===== src/rtl/spi_master_fifo_pkg.sv =====
// SPI master shared definitions: FSM state encoding, mode bit positions, divider default.
// Latency: n/a (types and constants only).
// Backpressure: n/a.
// Contents: spi_state_e (SPI_IDLE/START/TRANS/STOP), MODE_CPOL/MODE_CPHA indices
// into the 2-bit {CPOL, CPHA} mode field, SPI_DIV_RESET divider value after reset.
package spi_pkg;

   typedef enum logic [1:0] {
      SPI_IDLE  = 2'd0,
      SPI_START = 2'd1,
      SPI_TRANS = 2'd2,
      SPI_STOP  = 2'd3
   } spi_state_e;

   localparam int MODE_CPOL = 1;
   localparam int MODE_CPHA = 0;

   // 62.5 MHz / 2 / 25 = 1.25 MHz SCK
   localparam int SPI_DIV_RESET = 25;

endpackage


===== src/rtl/spi_master_fifo_if.sv =====
// Bundle of the SPI master's CPU-side controls/status and its SPI pins.
// Latency: n/a (wires only).
// Backpressure: n/a; the CPU side observes full/ovf, pushes while full are dropped.
// Signals: push, din{dc,data}, cfg_we, cfg_div, cfg_mode, miso (into the master);
// full, empty, busy, ovf, cs_n, dc, sck, mosi and, with SPI_RX_EN, rx_data/rx_valid (out of it).
// Modports: master = the SPI master block, slave = the CPU/peripheral side.
interface spi_master_fifo_if #(
   parameter int DATA_W = 8,
   parameter int DIV_W  = 8
);
   logic              push;
   logic [DATA_W:0]   din;
   logic              cfg_we;
   logic [DIV_W-1:0]  cfg_div;
   logic [1:0]        cfg_mode;
   logic              full;
   logic              empty;
   logic              busy;
   logic              ovf;
   logic              cs_n;
   logic              dc;
   logic              sck;
   logic              mosi;
   logic              miso;
`ifdef SPI_RX_EN
   logic [DATA_W-1:0] rx_data;
   logic              rx_valid;

   modport master (
      input  push, din, cfg_we, cfg_div, cfg_mode, miso,
      output full, empty, busy, ovf, cs_n, dc, sck, mosi, rx_data, rx_valid
   );
   modport slave (
      output push, din, cfg_we, cfg_div, cfg_mode, miso,
      input  full, empty, busy, ovf, cs_n, dc, sck, mosi, rx_data, rx_valid
   );
`else
   modport master (
      input  push, din, cfg_we, cfg_div, cfg_mode, miso,
      output full, empty, busy, ovf, cs_n, dc, sck, mosi
   );
   modport slave (
      output push, din, cfg_we, cfg_div, cfg_mode, miso,
      input  full, empty, busy, ovf, cs_n, dc, sck, mosi
   );
`endif
endinterface


===== src/rtl/spi_master_fifo_txfifo.sv =====
// Synchronous TX FIFO for {dc, data} words, pointers carry an extra wrap bit.
// Latency: a word written at edge t is visible on dout (empty=0) after edge t.
// Backpressure: push while full is ignored (caller flags overflow); pop while empty ignored.
// Ports: clk, rst (async, active high), push, pop, din[WIDTH], dout[WIDTH], full, empty.
module spi_txfifo #(
   parameter int WIDTH = 9,
   parameter int DEPTH = 16
) (
   input  logic             clk,
   input  logic             rst,
   input  logic             push,
   input  logic             pop,
   input  logic [WIDTH-1:0] din,
   output logic [WIDTH-1:0] dout,
   output logic             full,
   output logic             empty
);
   localparam int AW = $clog2(DEPTH);

   logic [AW:0]      wr_q, rd_q;
   logic [WIDTH-1:0] mem_q [DEPTH];
   logic             do_wr, do_rd;

   // Equal index with differing wrap bits means the writer lapped the reader.
   assign empty = (wr_q == rd_q);
   assign full  = (wr_q[AW] != rd_q[AW]) && (wr_q[AW-1:0] == rd_q[AW-1:0]);

   // Write is gated by full alone, so a same-cycle pop never rescues a push into a full FIFO.
   assign do_wr = push && !full;
   assign do_rd = pop && !empty;

   always_ff @(posedge clk or posedge rst) begin
      if (rst) begin
         wr_q <= '0;
         rd_q <= '0;
      end else begin
         if (do_wr) wr_q <= wr_q + (AW+1)'(1);
         if (do_rd) rd_q <= rd_q + (AW+1)'(1);
      end
   end

   always_ff @(posedge clk) begin
      if (do_wr) mem_q[wr_q[AW-1:0]] <= din;
   end

   assign dout = mem_q[rd_q[AW-1:0]];
endmodule


===== src/rtl/spi_master_fifo.sv =====
// SPI master with TX FIFO, runtime half-period divider and all four CPOL/CPHA modes.
// Latency: push into empty FIFO while idle at edge t -> pop and cs_n low after edge t+1.
// Backpressure: none toward the CPU; pushes while full are dropped and set sticky ovf.
// Ports: clk, reset (async, active high), bus (spi_master_fifo_if.master):
//   push/din/cfg_we/cfg_div/cfg_mode/miso in; full/empty/busy/ovf/cs_n/dc/sck/mosi out.
// Build option: define SPI_RX_EN to add rx_data/rx_valid and sample miso on sample edges.
module spi_master_fifo
   import spi_pkg::*;
#(
   parameter int DATA_W     = 8,
   parameter int FIFO_DEPTH = 16,
   parameter int DIV_W      = 8,
   parameter int DIV_RESET  = SPI_DIV_RESET
) (
   input  logic           clk,
   input  logic           reset,
   spi_master_fifo_if.master bus
);
   localparam int ECNT_W = $clog2(2*DATA_W + 1);

   spi_state_e        state_q, state_d;
   logic [DIV_W-1:0]  div_q;
   logic [1:0]        mode_q;
   logic              ovf_q, ovf_d;
   logic [DIV_W-1:0]  hcnt_q, hcnt_d;
   logic [DIV_W-1:0]  fdiv_q, fdiv_d;
   logic [1:0]        fmode_q, fmode_d;
   logic [ECNT_W-1:0] ecnt_q, ecnt_d;
   logic [DATA_W-1:0] sh_q, sh_d;
   logic              cs_n_q, cs_n_d;
   logic              sck_q, sck_d;
   logic              mosi_q, mosi_d;
   logic              dc_q, dc_d;
   logic              pop;
   logic [DATA_W:0]   fifo_dout;
   logic              fifo_full, fifo_empty;
   logic              tick, lead_edge, sample_edge;
   logic [DIV_W-1:0]  div_eff;

   spi_txfifo #(.WIDTH(DATA_W+1), .DEPTH(FIFO_DEPTH)) u_txfifo (
      .clk   (clk),
      .rst   (reset),
      .push  (bus.push),
      .pop   (pop),
      .din   (bus.din),
      .dout  (fifo_dout),
      .full  (fifo_full),
      .empty (fifo_empty)
   );

   // A programmed divider of 0 runs as 1 so the half-period counter always terminates.
   assign div_eff = (div_q == '0) ? DIV_W'(1) : div_q;
   assign tick    = (hcnt_q == fdiv_q - DIV_W'(1));
   // ecnt counts down from 2*DATA_W, so an even remaining count marks an odd (leading) edge.
   assign lead_edge   = ~ecnt_q[0];
   assign sample_edge = lead_edge ^ fmode_q[MODE_CPHA];

   // A drop wins over a same-cycle clear so an overflow event is never lost.
   assign ovf_d = (bus.push && fifo_full) ? 1'b1 : (bus.cfg_we ? 1'b0 : ovf_q);

   always_ff @(posedge clk or posedge reset) begin
      if (reset) begin
         div_q  <= DIV_W'(DIV_RESET);
         mode_q <= '0;
         ovf_q  <= 1'b0;
      end else begin
         if (bus.cfg_we) begin
            div_q  <= bus.cfg_div;
            mode_q <= bus.cfg_mode;
         end
         ovf_q <= ovf_d;
      end
   end

   always_ff @(posedge clk or posedge reset) begin
      if (reset) begin
         state_q <= SPI_IDLE;
         hcnt_q  <= '0;
         fdiv_q  <= DIV_W'(1);
         fmode_q <= '0;
         ecnt_q  <= '0;
         sh_q    <= '0;
         cs_n_q  <= 1'b1;
         sck_q   <= 1'b0;
         mosi_q  <= 1'b0;
         dc_q    <= 1'b0;
      end else begin
         state_q <= state_d;
         hcnt_q  <= hcnt_d;
         fdiv_q  <= fdiv_d;
         fmode_q <= fmode_d;
         ecnt_q  <= ecnt_d;
         sh_q    <= sh_d;
         cs_n_q  <= cs_n_d;
         sck_q   <= sck_d;
         mosi_q  <= mosi_d;
         dc_q    <= dc_d;
      end
   end

   always_comb begin
      state_d = state_q;
      hcnt_d  = hcnt_q;
      fdiv_d  = fdiv_q;
      fmode_d = fmode_q;
      ecnt_d  = ecnt_q;
      sh_d    = sh_q;
      cs_n_d  = cs_n_q;
      sck_d   = sck_q;
      mosi_d  = mosi_q;
      dc_d    = dc_q;
      pop     = 1'b0;
      case (state_q)
         SPI_IDLE: begin
            // Idle clock follows the live cfg so a mode change shows on the next cycle.
            sck_d = mode_q[MODE_CPOL];
            if (!fifo_empty) begin
               pop     = 1'b1;
               fdiv_d  = div_eff;
               fmode_d = mode_q;
               dc_d    = fifo_dout[DATA_W];
               cs_n_d  = 1'b0;
               hcnt_d  = '0;
               state_d = SPI_START;
               if (!mode_q[MODE_CPHA]) begin
                  // CPHA=0: first bit must be valid before the first (sampling) edge.
                  mosi_d = fifo_dout[DATA_W-1];
                  sh_d   = {fifo_dout[DATA_W-2:0], 1'b0};
               end else begin
                  sh_d = fifo_dout[DATA_W-1:0];
               end
            end
         end
         SPI_START: begin
            if (tick) begin
               hcnt_d  = '0;
               ecnt_d  = ECNT_W'(2*DATA_W);
               state_d = SPI_TRANS;
            end else begin
               hcnt_d = hcnt_q + DIV_W'(1);
            end
         end
         SPI_TRANS: begin
            if (tick) begin
               hcnt_d = '0;
               sck_d  = ~sck_q;
               ecnt_d = ecnt_q - ECNT_W'(1);
               // Drive edges: leading for CPHA=1, trailing (bar the final one) for CPHA=0.
               if ((lead_edge && fmode_q[MODE_CPHA]) ||
                   (!lead_edge && !fmode_q[MODE_CPHA] && ecnt_q != ECNT_W'(1))) begin
                  mosi_d = sh_q[DATA_W-1];
                  sh_d   = {sh_q[DATA_W-2:0], 1'b0};
               end
               if (ecnt_q == ECNT_W'(1)) state_d = SPI_STOP;
            end else begin
               hcnt_d = hcnt_q + DIV_W'(1);
            end
         end
         SPI_STOP: begin
            if (tick) begin
               hcnt_d  = '0;
               cs_n_d  = 1'b1;
               state_d = SPI_IDLE;
            end else begin
               hcnt_d = hcnt_q + DIV_W'(1);
            end
         end
         default: state_d = SPI_IDLE;
      endcase
   end

   assign bus.full  = fifo_full;
   assign bus.empty = fifo_empty;
   assign bus.busy  = (state_q != SPI_IDLE) || !fifo_empty;
   assign bus.ovf   = ovf_q;
   assign bus.cs_n  = cs_n_q;
   assign bus.dc    = dc_q;
   assign bus.sck   = sck_q;
   assign bus.mosi  = mosi_q;

`ifdef SPI_RX_EN
   logic [DATA_W-1:0] rxsh_q, rx_data_q;
   logic              rx_valid_q;

   always_ff @(posedge clk or posedge reset) begin
      if (reset) begin
         rxsh_q     <= '0;
         rx_data_q  <= '0;
         rx_valid_q <= 1'b0;
      end else begin
         rx_valid_q <= 1'b0;
         if (state_q == SPI_TRANS && tick && sample_edge)
            rxsh_q <= {rxsh_q[DATA_W-2:0], bus.miso};
         if (state_q == SPI_STOP && tick) begin
            rx_data_q  <= rxsh_q;
            rx_valid_q <= 1'b1;
         end
      end
   end

   assign bus.rx_data  = rx_data_q;
   assign bus.rx_valid = rx_valid_q;
`else
   logic unused_rx;
   assign unused_rx = bus.miso ^ sample_edge;
`endif
endmodule


===== src/flat_wrapper.sv =====
// flat-port wrapper written by rule: the top's interface ports become plain ports
module spi_master_fifo_flat import spi_pkg::*;
#(
   parameter int DATA_W     = 8,
   parameter int FIFO_DEPTH = 16,
   parameter int DIV_W      = 8,
   parameter int DIV_RESET  = SPI_DIV_RESET
)
  (clk, reset, bus_push, bus_din, bus_cfg_we, bus_cfg_div, bus_cfg_mode, bus_miso, bus_full, bus_empty, bus_busy, bus_ovf, bus_cs_n, bus_dc, bus_sck, bus_mosi);
  spi_master_fifo_if #(.DATA_W(DATA_W), .DIV_W(DIV_W)) bus_i ();
  input  logic clk;
  input  logic reset;
  input wire logic [$bits(bus_i.push)-1:0] bus_push;
  input wire logic [$bits(bus_i.din)-1:0] bus_din;
  input wire logic [$bits(bus_i.cfg_we)-1:0] bus_cfg_we;
  input wire logic [$bits(bus_i.cfg_div)-1:0] bus_cfg_div;
  input wire logic [$bits(bus_i.cfg_mode)-1:0] bus_cfg_mode;
  input wire logic [$bits(bus_i.miso)-1:0] bus_miso;
  output wire logic [$bits(bus_i.full)-1:0] bus_full;
  output wire logic [$bits(bus_i.empty)-1:0] bus_empty;
  output wire logic [$bits(bus_i.busy)-1:0] bus_busy;
  output wire logic [$bits(bus_i.ovf)-1:0] bus_ovf;
  output wire logic [$bits(bus_i.cs_n)-1:0] bus_cs_n;
  output wire logic [$bits(bus_i.dc)-1:0] bus_dc;
  output wire logic [$bits(bus_i.sck)-1:0] bus_sck;
  output wire logic [$bits(bus_i.mosi)-1:0] bus_mosi;
  assign bus_i.push = bus_push;
  assign bus_i.din = bus_din;
  assign bus_i.cfg_we = bus_cfg_we;
  assign bus_i.cfg_div = bus_cfg_div;
  assign bus_i.cfg_mode = bus_cfg_mode;
  assign bus_i.miso = bus_miso;
  assign bus_full = bus_i.full;
  assign bus_empty = bus_i.empty;
  assign bus_busy = bus_i.busy;
  assign bus_ovf = bus_i.ovf;
  assign bus_cs_n = bus_i.cs_n;
  assign bus_dc = bus_i.dc;
  assign bus_sck = bus_i.sck;
  assign bus_mosi = bus_i.mosi;
  spi_master_fifo #(.DATA_W(DATA_W), .FIFO_DEPTH(FIFO_DEPTH), .DIV_W(DIV_W), .DIV_RESET(DIV_RESET)) u_core (.clk(clk), .reset(reset), .bus(bus_i));
endmodule

===== config.mk =====
export PLATFORM = sky130hd
export DESIGN_NAME = spi_master_fifo_flat
export DESIGN_NICKNAME = d
export VERILOG_FILES = /design/src/rtl/spi_master_fifo_pkg.sv /design/src/rtl/spi_master_fifo_if.sv /design/src/rtl/spi_master_fifo_txfifo.sv /design/src/rtl/spi_master_fifo.sv /design/src/flat_wrapper.sv
export SDC_FILE = /design/constraint.sdc
export NUM_CORES = 1
export LEC_CHECK = 0
export CAP_MARGIN = 30
export CORE_UTILIZATION = 55
export DETAILED_ROUTE_END_ITERATION = 6
export PLACE_DENSITY = 0.84
export SETUP_SLACK_MARGIN = 0.15
export SLEW_MARGIN = 10
export SYNTH_ARGS = -nofsm -noshare
export SYNTH_HDL_FRONTEND = slang
export SYNTH_SLANG_ARGS = --single-unit

===== constraint.sdc =====
create_clock -name clk -period 8.1 [get_ports clk]
set_input_delay 1.62 -clock clk [delete_from_list [all_inputs] [get_ports clk]]
set_output_delay 1.62 -clock clk [all_outputs]
set_load 0.005 [all_outputs]

Yosys cells after proc, flatten, opt, wreduce, memory -nomap -nowiden

Memories as Yosys holds them, arrays and structs flattened.
Cells that the tools add are included.

Add/sub/neg operators: 5
Multipliers: 0
Div/mod/pow operators: 0
$lt $le $gt $ge: 0
Equality and inequality tests: 16
Shift-type cells: 0
Mux-type cells: 34
Bitwise gates (word level): 3
Reduce and logical (&&, ||, !) cells: 27

Operators by type and width:

| cell                                                                     | count |
|---|---|
| 8-bit 2-to-1 mux                                                         | 7 |
| 8-bit one-hot mux with 2 select lines                                    | 2 |
| 1-bit 2-to-1 mux                                                         | 13 |
| 5-bit by 1-bit adder with 5-bit output (second input constant)           | 2 |
| 2-bit 2-to-1 mux                                                         | 5 |
| 5-bit 2-to-1 mux                                                         | 2 |
| 2-bit by 1-bit inequality test with 1-bit output (second input constant) | 5 |
| 5-bit one-hot mux with 2 select lines                                    | 1 |
| 5-bit AND reduction                                                      | 2 |
| 2-bit nonzero test                                                       | 5 |
| 8-bit by 1-bit adder with 8-bit output (second input constant)           | 1 |
| 8-bit == test                                                            | 1 |
| 8-bit zero test                                                          | 1 |
| 2-bit one-hot mux with 4 select lines                                    | 1 |
| 8-bit by 1-bit subtractor with 8-bit output (second input constant)      | 1 |
| 1-bit logical AND                                                        | 7 |
| 1-bit one-hot mux with 2 select lines                                    | 3 |
| 3-bit AND reduction                                                      | 2 |
| 5-bit by 1-bit == test with 1-bit output (second input constant)         | 1 |
| 5-bit == test                                                            | 1 |
| 5-bit by 1-bit inequality test with 1-bit output (second input constant) | 1 |
| 5-bit by 1-bit subtractor with 5-bit output (second input constant)      | 1 |
| 2-bit == test (second input constant)                                    | 2 |
| 4-bit == test                                                            | 1 |
| 10 further kinds                                                         | 17 |

Register bits: 57
Latch bits: 0
Bits in writable memories: 144
ROM bits: 0
Bits of input ports: 24
Logic and storage cells: 101
Memories: 1

Memory list:

| name                  | words | bits a word | read ports | clocked after memory_dff | wr ports | line                         | source |
|---|---|---|---|---|---|---|---|
| u_core.u_txfifo.mem_q | 16    | 9           | 1          | 0                        | 1        | spi_master_fifo_txfifo.sv:21 | `logic [WIDTH-1:0] mem_q [DEPTH];` |

Depth between registers and ports, before layout

Depth in word-level cells: 7
Mapped depth: 9

Hierarchy

From an unflattened synthesis, not the netlist that was laid out.

Cells, all modules: 557
Area, all modules: 8703.3 sq um

Modules (own cells, without submodules):

| module          | times used | cells an instance | area an instance (sq um) | seq. area each (sq um) |
|---|---|---|---|---|
| spi_txfifo      | 1          | 303               | 6129.6                   | 4574.4 |
| spi_master_fifo | 1          | 254               | 2573.7                   | 1182.4 |

Worst setup path after synthesis

Ideal clock, no wire load.

Path type: input-to-reg
Start point: input bus_push
End point: memory u_core.u_txfifo.mem_q[3][0] (enable)
Data arrival time: 2.823 ns
Data required time: 7.713 ns
Slack: 4.891 ns
Stages: 4
Cells stage by stage: nor2b_1 clkbuf_1 nand2_1 nor3_1

Longest elaborated chain between the ends: 3

Ends and longest elaborated chain:

| element                                | line                         | source |
|---|---|---|
| start, declared                        | flat_wrapper.sv:13           | `input wire logic [$bits(bus_i.push)-1:0] bus_push;` |
| 1-bit logical AND                      | spi_master_fifo_txfifo.sv:29 | `assign do_wr = push && !full;` |
| 1-bit 2-to-1 mux                       | spi_master_fifo_txfifo.sv:43 | `if (do_wr) mem_q[wr_q[AW-1:0]] <= din;` |
| 1-bit 2-to-1 mux (not written as such) | spi_master_fifo_txfifo.sv:43 |  |
| end, declared                          | spi_master_fifo_txfifo.sv:21 |  |

No other way between the ends.

Worst setup path after layout

Start point: register u_core.u_txfifo.rd_q[2]
End point: output bus_busy

Longest elaborated chain between the ends: 3

Ends and longest elaborated chain:

| element                | line                         | source |
|---|---|---|
| start, declared        | spi_master_fifo_txfifo.sv:20 | `logic [AW:0] wr_q, rd_q;` |
| start signal, assigned | spi_master_fifo_txfifo.sv:38 | `if (do_rd) rd_q <= rd_q + (AW+1)'(1);` |
| 5-bit == test          | spi_master_fifo_txfifo.sv:25 | `assign empty = (wr_q == rd_q);` |
| 1-bit zero test        | --                           |  |
| 1-bit logical OR       | spi_master_fifo.sv:174       | `assign bus.busy = (state_q != SPI_IDLE) \|\| !fifo_empty;` |
| end, declared          | flat_wrapper.sv:21           | `output wire logic [$bits(bus_i.busy)-1:0] bus_busy;` |

No other way between the ends.

==> out/metrics.yaml <==
cts-root-buf: "clkbuf_16"
synth.most_common_cell: "edfxtp_1"
fin_hold_ws_ns: 0.507
num_io_pins: 32
final_cell_count_no_fill: 870
clock_latency_ns: 0.52
clock_sinks: 201
synth_top_family_by_area: "multiplexers"
fin_tns_setup_ns: 0
grt-ovfl-total: 0
antenna_found_initial: 0
die_height_um: 129
grt_max_degree: 58
finalCriticalPeriod_ns: 4.75
start_kind: "flip-flop"
fmax_mhz: 211
p_leak_nw: 3.61
ys_top_cells_by_count: "edfxtp_1, nand2_1, dfrtp_1"
clk_pin_slew_ns: 0.06
synth-xor-area-share_pct: 2.48
cpPeakStageDelay_ns: 0.61
start_util_pct: 57.3
startpoint: "u_core.u_txfifo.rd_q[2]"
area_growth_pct: 13.7
postCtsSetupBuffers: 0
path_cells: "buf_4 -> xor2_1 -> nor4_1 -> buf_4 -> and3_1 -> inv_1 -> clkdlybuf4s50_1"
synth-simple-area-share_pct: 8.92
synth.area.mux_share_pct: 12.6
diodes: 0
worstSetupEndpoint: "bus_busy"
dieArea_mm2: 0.0166
slowest_stage: "buf_4"
cts_hold_repair.buffers: 0
yosysTopAreaCell: "edfxtp_1"
core_mm2: 0.0154
syn_area_per_cell_um2: 14.6
status: "finished clean"
slew_viol_final: 0
p_per_area_mw_per_mm2: 360
firstDrtPassIters: 5
max-cap-violations: 0
critical_path_class: "reg -> out"
grt_pass1_wl_um: 29000
ys_ff_latch: 201
h-tree-depth: 1
ys_top_cells_by_area: "edfxtp_1, dfrtp_1, mux4_2, mux2i_1, mux2_2"
reg2reg_from: "u_core.u_txfifo.rd_q[2]"
hp-class: "reg -> reg"
rsz0062_at_grt: "false"
tightest_slew_ns: 0.995
cts_made_buffers: 22
synth_nets: 644
ir_drop_v: 0.000260
ant_nets: 0
r2r_end: "u_core.u_txfifo.mem_q[13][1]"
fill_cells: 1086
synth_ff_type: "edfxtp_1"
hold_violations: 0
finalCritPeriodShare_pct: 58.6
grtUsageTotal_pct: 23.3
post-dp-hpwl_um: 11300
numPortBuffers: 30
synth_compound_gate_area_share_pct: 6.64
drive_gt1_share_pct: 16.8
viasPerCell: 6.10
reg2regPathDepth: 8
max_slew_margin_pct: 33.4
critPathRequiredTime_ns: 6.48
setup_viol: 0
skew_ns: 0.0247
first_iter_violations: 400
syn_area_mm2: 0.00884
die_w_um: 129
seq_area_frac_synth_pct: 65.2
worstPathMaxFanout: 50
nets: 681
num_rows: 45
total_power_mw: 3.61
synth_warnings: 0
reg2reg_slack_ns: 4.54
synthArstFlopShare_pct: 28.4
gp_congestion: 0.829
ys_types: 62
cts_tree: "yes"
crit_arrival_ns: 3.13
wl_um: 18000
dp_cells: 827
cts_resized: 0
synth_edf_count: 144
yosys.area_share.adder_pct: 1.98
synth_top_cell_area_share_pct: 48.9
vias: 5310
crit_top_cell: "buf_4"
grt_pass1_vias: 5499
routedWlPerCell_um: 20.7
clk_path_buf_depth: 3
drc: 0
worstSetupEndpointType: "primary output"
postSynthCellCount: 606
## layer usage
layer,part of all wire (%),track usage (%)
met1,39,29.6
met5,0,0
met3,6.2,4.28
met4,3.3,9.41
met2,51,39.8
## registers in the layout (all words and copies together), names as in the netlist
name                   flops
u_core.fmode_q             1
u_core.ecnt_q              5
u_core.state_q             2
u_core.bus.dc              1
u_core.u_txfifo.wr_q       5
u_core.bus.sck             1
u_core.u_txfifo.rd_q       5
u_core.bus.ovf             1
u_core.mode_q              2
u_core.bus.cs_n            1
u_core.fdiv_q              8
u_core.hcnt_q              8
u_core.u_txfifo.mem_q    144
u_core.bus.mosi            1
u_core.sh_q                8
u_core.div_q               8
## worst max-delay path: cells and delay by family (launching register included)
family / cells / cell delay [ns]
XOR/XNOR: 1 / 0.13
buffers and inverters: 4 / 1.50
flip-flops: 1 / 0.34
AND/OR/NAND/NOR: 2 / 0.63
## through the flow
stage,cell area (um2),setup slack (ns),utilization [%]
CTS,10000,3.34,64.9
floorplan,8840,4.89,-
detailed placement,9340,3.87,60.6
global route,10000,3.16,65.1
finish,10000,3.35,65.1
global placement,9340,3.89,60.6
## where the power goes
group          switching, mW  internal [mW]
registers              0.145           1.29
clock network          0.399          0.510
logic                  0.700          0.565
total                   1.24           2.37
## how the worst min path moves through the flow
stage                                        from                       to  cells after the start
after CTS                          u_core.sh_q[3]           u_core.sh_q[3]                      1
final                     u_core.u_txfifo.rd_q[4]  u_core.u_txfifo.rd_q[4]                      1
after global routing              u_core.bus.cs_n          u_core.bus.cs_n                      1
after detailed placement         u_core.mode_q[1]         u_core.mode_q[1]                      1
after global placement    u_core.u_txfifo.rd_q[4]  u_core.u_txfifo.rd_q[4]                      1
after floorplan                 u_core.fmode_q[0]        u_core.fmode_q[0]                      2
## placed cells by master, fill, tap and decap left out, types with 11 or more instances in the layout
master,n
a22oi_1,12
clkbuf_16,22
clkdlybuf4s50_1,30
dfrtp_1,51
edfxtp_1,144
ha_1,14
inv_1,19
mux2_2,25
mux2i_1,29
mux4_2,24
nand2_1,58
nand3_1,15
nor2_1,35
o21ai_0,13
xnor2_1,14
xor2_1,11
## cell families after synthesis
family,Yosys count
AOI/OAI and AO/OA,75
DFF,201
xor gates and xnor gates,25
muxes,78
buffers and inverters,48
adders and majority gates,14
and+or+nand+nor,165
## area by class of cell
class | count | area (um2) | share of cell area (%)
multi-input combinational | 357 | 2890 | 28.7
timing repair buffer | 41 | 390 | 3.89
tap | 211 | 264 | 2.63
inverter | 20 | 75.1 | 0.747
sequential | 201 | 5760 | 57.3
clock inverter | 17 | 109 | 1.08
clock buffer | 23 | 564 | 5.62
No activity file was read; power rests on OpenSTA's default activity.
